## config.mk

```make
export PLATFORM = sky130hd
export DESIGN_NAME = switch_tx_receiver
export DESIGN_NICKNAME = d
export VERILOG_FILES = /design/src/rtl/switch_tx_receiver.sv
export SDC_FILE = /design/constraint.sdc
export NUM_CORES = 1
export LEC_CHECK = 0
export CORE_MARGIN = 2
export CORE_UTILIZATION = 58
export CTS_CLUSTER_SIZE = 28
export DETAILED_ROUTE_END_ITERATION = 6
export GPL_TIMING_DRIVEN = 0
export PLACE_DENSITY = 0.75
export SYNTH_ARGS = -nofsm -noshare
export SYNTH_HDL_FRONTEND = slang
export SYNTH_SLANG_ARGS = --single-unit
```

## constraint.sdc

```tcl
create_clock -name clk -period 16.6 [get_ports clk]
set_clock_uncertainty 0.1 [all_clocks]
set_input_delay 3.32 -clock clk [delete_from_list [all_inputs] [get_ports clk]]
set_output_delay 3.32 -clock clk [all_outputs]
set_load 0.05 [all_outputs]
```

## src/rtl/switch_tx_receiver.sv

```systemverilog
// Tx-port cell terminator: checks dest/length/checksum of byte-wide cells, buffers
// payload speculatively and releases only committed (good) cells downstream.
module switch_tx_receiver #(
  parameter logic [7:0] PORT_ID     = 8'd0,
  parameter int         DEPTH       = 64,
  parameter int         MAX_PAYLOAD = 32
) (
  input  logic        clk,
  input  logic        rst,
  input  logic        in_valid,
  output logic        in_ready,
  input  logic [7:0]  in_data,
  input  logic        in_sop,
  input  logic        in_eop,
  output logic        out_valid,
  input  logic        out_ready,
  output logic [7:0]  out_data,
  output logic        out_sop,
  output logic        out_eop,
  output logic [15:0] good_cnt,
  output logic [15:0] drop_cnt
);
  localparam int         AW   = $clog2(DEPTH);
  localparam logic [AW:0] FULL = (AW+1)'(DEPTH);
  localparam logic [7:0] MAXP = 8'(MAX_PAYLOAD);

  typedef enum logic [2:0] {IDLE, HDR_LEN, PAYLOAD, CSUM, DISCARD} state_t;

  state_t      state, state_n;
  logic [AW:0] wr_ptr, wr_ptr_n, rd_ptr, commit_ptr, commit_ptr_n;
  logic [7:0]  rem, rem_n, csum, csum_n;
  logic        we, good_inc, sop_flag, acc, rd_en;
  logic [1:0]  drop_inc;
  logic [8:0]  mem [DEPTH];
  logic [16:0] drop_sum;

  assign in_ready  = (wr_ptr - rd_ptr) != FULL;
  assign acc       = in_valid & in_ready;
  assign out_valid = rd_ptr != commit_ptr;
  assign rd_en     = out_valid & out_ready;
  assign {out_eop, out_data} = mem[rd_ptr[AW-1:0]];
  assign out_sop   = sop_flag;
  assign drop_sum  = {1'b0, drop_cnt} + 17'(drop_inc);

  always_comb begin
    state_n      = state;
    wr_ptr_n     = wr_ptr;
    commit_ptr_n = commit_ptr;
    rem_n        = rem;
    csum_n       = csum;
    we           = 1'b0;
    good_inc     = 1'b0;
    drop_inc     = 2'd0;
    if (acc) begin
      // a sop mid-cell abandons the current cell, then starts a new one
      if (in_sop && state != IDLE) begin
        drop_inc = 2'd1;
        wr_ptr_n = commit_ptr;
      end
      if (in_sop) begin
        csum_n = in_data;
        if (in_eop) begin
          drop_inc = drop_inc + 2'd1;
          wr_ptr_n = commit_ptr;
          state_n  = IDLE;
        end else begin
          state_n = (in_data == PORT_ID) ? HDR_LEN : DISCARD;
        end
      end else begin
        unique case (state)
          IDLE: ;
          HDR_LEN: begin
            if (in_eop) begin
              drop_inc = 2'd1;
              wr_ptr_n = commit_ptr;
              state_n  = IDLE;
            end else if (in_data == 8'd0 || in_data > MAXP) begin
              state_n = DISCARD;
            end else begin
              rem_n   = in_data;
              csum_n  = csum ^ in_data;
              state_n = PAYLOAD;
            end
          end
          PAYLOAD: begin
            if (in_eop) begin
              drop_inc = 2'd1;
              wr_ptr_n = commit_ptr;
              state_n  = IDLE;
            end else begin
              we       = 1'b1;
              wr_ptr_n = wr_ptr + 1'b1;
              rem_n    = rem - 8'd1;
              csum_n   = csum ^ in_data;
              if (rem == 8'd1) state_n = CSUM;
            end
          end
          CSUM: begin
            if (in_eop) begin
              if (in_data == csum) begin
                commit_ptr_n = wr_ptr;
                good_inc     = 1'b1;
              end else begin
                drop_inc = 2'd1;
                wr_ptr_n = commit_ptr;
              end
              state_n = IDLE;
            end else begin
              state_n = DISCARD;
            end
          end
          DISCARD: begin
            if (in_eop) begin
              drop_inc = 2'd1;
              wr_ptr_n = commit_ptr;
              state_n  = IDLE;
            end
          end
          default: state_n = IDLE;
        endcase
      end
    end
  end

  always_ff @(posedge clk or negedge rst) begin
    if (!rst) begin
      state      <= IDLE;
      wr_ptr     <= '0;
      rd_ptr     <= '0;
      commit_ptr <= '0;
      rem        <= '0;
      csum       <= '0;
      sop_flag   <= 1'b1;
      good_cnt   <= '0;
      drop_cnt   <= '0;
    end else begin
      state      <= state_n;
      wr_ptr     <= wr_ptr_n;
      commit_ptr <= commit_ptr_n;
      rem        <= rem_n;
      csum       <= csum_n;
      if (rd_en) begin
        rd_ptr   <= rd_ptr + 1'b1;
        sop_flag <= out_eop;
      end
      if (good_inc && good_cnt != 16'hFFFF) good_cnt <= good_cnt + 16'd1;
      drop_cnt <= drop_sum[16] ? 16'hFFFF : drop_sum[15:0];
    end
  end

  // payload store, no reset needed: reads are gated by commit_ptr
  always_ff @(posedge clk) begin
    if (we) mem[wr_ptr[AW-1:0]] <= {rem == 8'd1, in_data};
  end
endmodule

```

==> impl_metrics.json <==
{
  "setup.worst_path.end_class": "primary output",
  "postCtsSetupRepairBufs": 0,
  "hpwl_um": 43300,
  "rows": 79,
  "numPortBuffers": 56,
  "ff_latch_area_mm2": 0.0191,
  "fp.dieW_um": 220,
  "cts-root-buf": "clkbuf_16",
  "power_density_mw_per_mm2": 157,
  "htreeDepth": 2,
  "fin_crit_ps": 8480,
  "routed_wl_um": 63500,
  "startpoint_type": "register",
  "gp_congestion": 0.922,
  "grt_pass1_vias": 15000,
  "synth_mux_area_frac": 0.153,
  "synthCells": 1485,
  "dieHeight_um": 220,
  "antenna_cells": 0,
  "drv_cap": 0,
  "hold_slack_ps": 401,
  "drc_errors": 0,
  "fillers": 3063,
  "synthAdderAreaFrac": 0.00804,
  "insertion_delay_ps": 610,
  "crit_type": "register to primary output",
  "slew-limit-headroom": 0.209,
  "syn-num-nets": 1515,
  "outcome": "finished, final reports clean",
  "fin_nets": 1655,
  "synth_xor_area_frac": 0.0175,
  "fin_total_pwr_uw": 4820,
  "post_synth.cell_area_avg_um2": 18.2,
  "post_dp_cell_area_mm2": 0.0287,
  "tns_ps": 0,
  "initial_utilization": 0.584,
  "fin_cells": 2281,
  "grt_use_total": 0.271,
  "worst_slew_pin_slew_ps": 1190,
  "fin_crit_sh": 0.511,
  "grt_max_degree": 57,
  "antenna_found_initial": 0,
  "dp.cells": 2170,
  "synth_edf_count": 576,
  "synthSimpleGateAreaFrac": 0.0549,
  "numCtsBuffers": 60,
  "cts.sinks": 649,
  "ys_async_sr_fraction": 0.112,
  "cp_max_fo": 10,
  "slew_violations": 0,
  "hold_buffers": 0,
  "ir_worst_vdd_mv": 0.264,
  "grt-ovfl-total": 0,
  "finalInstanceArea_mm2": 0.0306,
  "vias_per_cell": 6.58,
  "max_freq_mhz": 118,
  "worst_ep_required_time_ps": 13180,
  "cts-resized-gates": 0,
  "core_mm2": 0.0464,
  "vias": 15000,
  "design.die.area_mm2": 0.0485,
  "syn2layout_area_growth_pct": 13.0,
  "ys.flop_type": "edfxtp_1",
  "drt_iter0_drc": 1760,
  "multiInputGateArea_mm2": 0.00763,
  "detail_route.wl_per_cell_um": 27.8,
  "synth-seq-cells": 649,
  "synth_compound_area_frac": 0.0433,
  "firstDrtPassIters": 5,
  "grt_pass1_wl_um": 95300,
  "syn-cell-area_mm2": 0.0271,
  "clk_pin_slew_ps": 60,
  "cts_tree": "done",
  "drive_gt1_frac": 0.216,
  "ioPinCount": 58,
  "seq_area_frac_synth": 0.706,
  "setup_violations": 0,
  "synth_top_family_by_area": "multiplexers",
  "p_leak_uw": 0.0101,
  "ant_nets": 0,
  "ys_warn_count": 0,
  "crit_arrival_ps": 5060,
  "clockBufferDepth": 3,
  "worstHoldPathType": "register to register",
  "ys_types": 81,
  "finalHoldViolations": 0,
  "rsz0062_at_grt": "no"
}
-- layout by cell type (no fill, tap or decap), types with 8 or more instances in the layout --
cell,Yosys,final
edfxtp_1,576,576
mux4_2,172,172
dfrtp_1,72,72
clkbuf_1,45,65
nand2_1,64,64
nor2_1,63,63
clkbuf_16,0,62
clkdlybuf4s50_1,0,47
nand3_1,38,38
buf_2,20,34
o21ai_0,34,34
xnor2_1,30,30
a21oi_1,26,26
xor2_1,24,24
nor3_2,0,24
nor3_1,44,20
inv_1,19,19
a22oi_1,18,18
nand4_1,18,18
mux2i_1,16,16
ha_1,15,15
buf_4,4,12
a31oi_1,12,12
clkinv_1,3,11
buf_1,11,11
and3_1,11,11
nor2b_1,10,10
or3_1,9,9
and2_1,9,9
buf_12,0,8
-- layout make-up --
class / count / area share
inverter: 23 / 0.00282
timing repair buffer: 78 / 0.0257
sequential: 649 / 0.625
multi-input combinational: 730 / 0.249
buffer: 83 / 0.0122
tap: 607 / 0.0248
clock buffer: 86 / 0.0549
clock inverter: 25 / 0.00568
-- metrics by stage --
step	setup WS [ps]	utilization
after floorplan	9980	-
after global placement	6980	0.613
after detailed placement	8480	0.620
after CTS	8140	0.660
after global routing	7950	0.661
final	8120	0.661
-- worst paths after layout --
check / startpoint / cells past startpoint / to / slack [ps]
setup / recovery: rd_ptr[1]$_DFFE_PN0P_ / 10 / in_ready / 8120
hold / removal: rem[5]$_DFFE_PN0P_ / 1 / rem[5]$_DFFE_PN0P_ / 400
setup reg to reg: rd_ptr[1]$_DFFE_PN0P_ / 22 / drop_cnt[11]$_DFF_PN0_ / 9710
hold reg to reg: rem[5]$_DFFE_PN0P_ / 1 / rem[5]$_DFFE_PN0P_ / 400
max in group asynchronous: rst / 2 / out_sop$_DFFE_PN1P_ / 13300
min in group asynchronous: rst / 1 / csum[2]$_DFFE_PN0P_ / 2480
-- state kept, by name, indices dropped and copies added (netlist names) --
name / count
rd_ptr: 7
out_sop: 1
drop_cnt: 16
state: 3
rem: 8
csum: 8
wr_ptr: 7
commit_ptr: 7
mem: 576
good_cnt: 16
-- critical path, cell delays in order (launching register included) --
cell and delay, ps:
dfrtp_1 410, buf_2 290, buf_1 710, buf_2 470, inv_1 120, ha_1 310
nor2b_2 180, or4_1 500, a21oi_2 230, nand4_1 380, clkdlybuf4s50_1 840
-- cell families after synthesis --
| family | Yosys count |
|---|---|
| XOR/XNOR | 54 |
| AO/OA/AOI/OAI | 168 |
| buffers and inverters | 106 |
| flip-flops | 649 |
| multiplexers | 197 |
| adder cells (fa/ha/maj) | 17 |
| AND/OR/NAND/NOR | 294 |
-- routing by layer --
layer | track usage | vias up | wire length [um]
met2 | 0.433 | 734 | 30600
met1 | 0.385 | 7837 | 25900
met4 | 0.0790 | 0 | 1830
met5 | 0 | - | 0
met3 | 0.0540 | 111 | 5180
li1 | - | 6337 | -
-- cells in the mapped netlist, drive strengths merged, types with 4 or more instances --
| cell type | instances | area, um2 |
|---|---|---|
| nor2b | 11 | 71.3 |
| and2 | 11 | 68.8 |
| o2bb2ai | 4 | 35.0 |
| a22o | 6 | 52.6 |
| a21oi | 28 | 148 |
| a32o | 7 | 70.1 |
| nor4 | 4 | 55.1 |
| a21boi | 6 | 45.0 |
| edfxtp | 576 | 17300 |
| buf | 38 | 205 |
| o22ai | 5 | 31.3 |
| xnor2 | 30 | 263 |
| o21a | 4 | 30.0 |
| mux4 | 172 | 3870 |
| nand4 | 18 | 113 |
| o211ai | 7 | 52.6 |
| ha | 15 | 188 |
| a22oi | 18 | 135 |
| mux2 | 9 | 124 |
| o21ai | 35 | 175 |
| dfrtp | 72 | 1800 |
| and3 | 11 | 68.8 |
| mux2i | 16 | 160 |
| nor3 | 44 | 220 |
| nand2b | 5 | 31.3 |
| or3 | 9 | 56.3 |
| nand2 | 64 | 240 |
| nor2 | 63 | 236 |
| clkbuf | 45 | 169 |
| nand3 | 38 | 190 |
| inv | 20 | 75.1 |
| a31oi | 12 | 75.1 |
| xor2 | 24 | 210 |
-- where the power goes --
| part | leakage, uW | switching [uW] | internal (uW) | total, uW |
|---|---|---|---|---|
| combinational | 0.00302 | 984 | 663 | 1650 |
| sequential | 0.00614 | 44.8 | 1820 | 1870 |
| clock | 0.000886 | 585 | 719 | 1300 |
(Power assumes the default switching activity.)
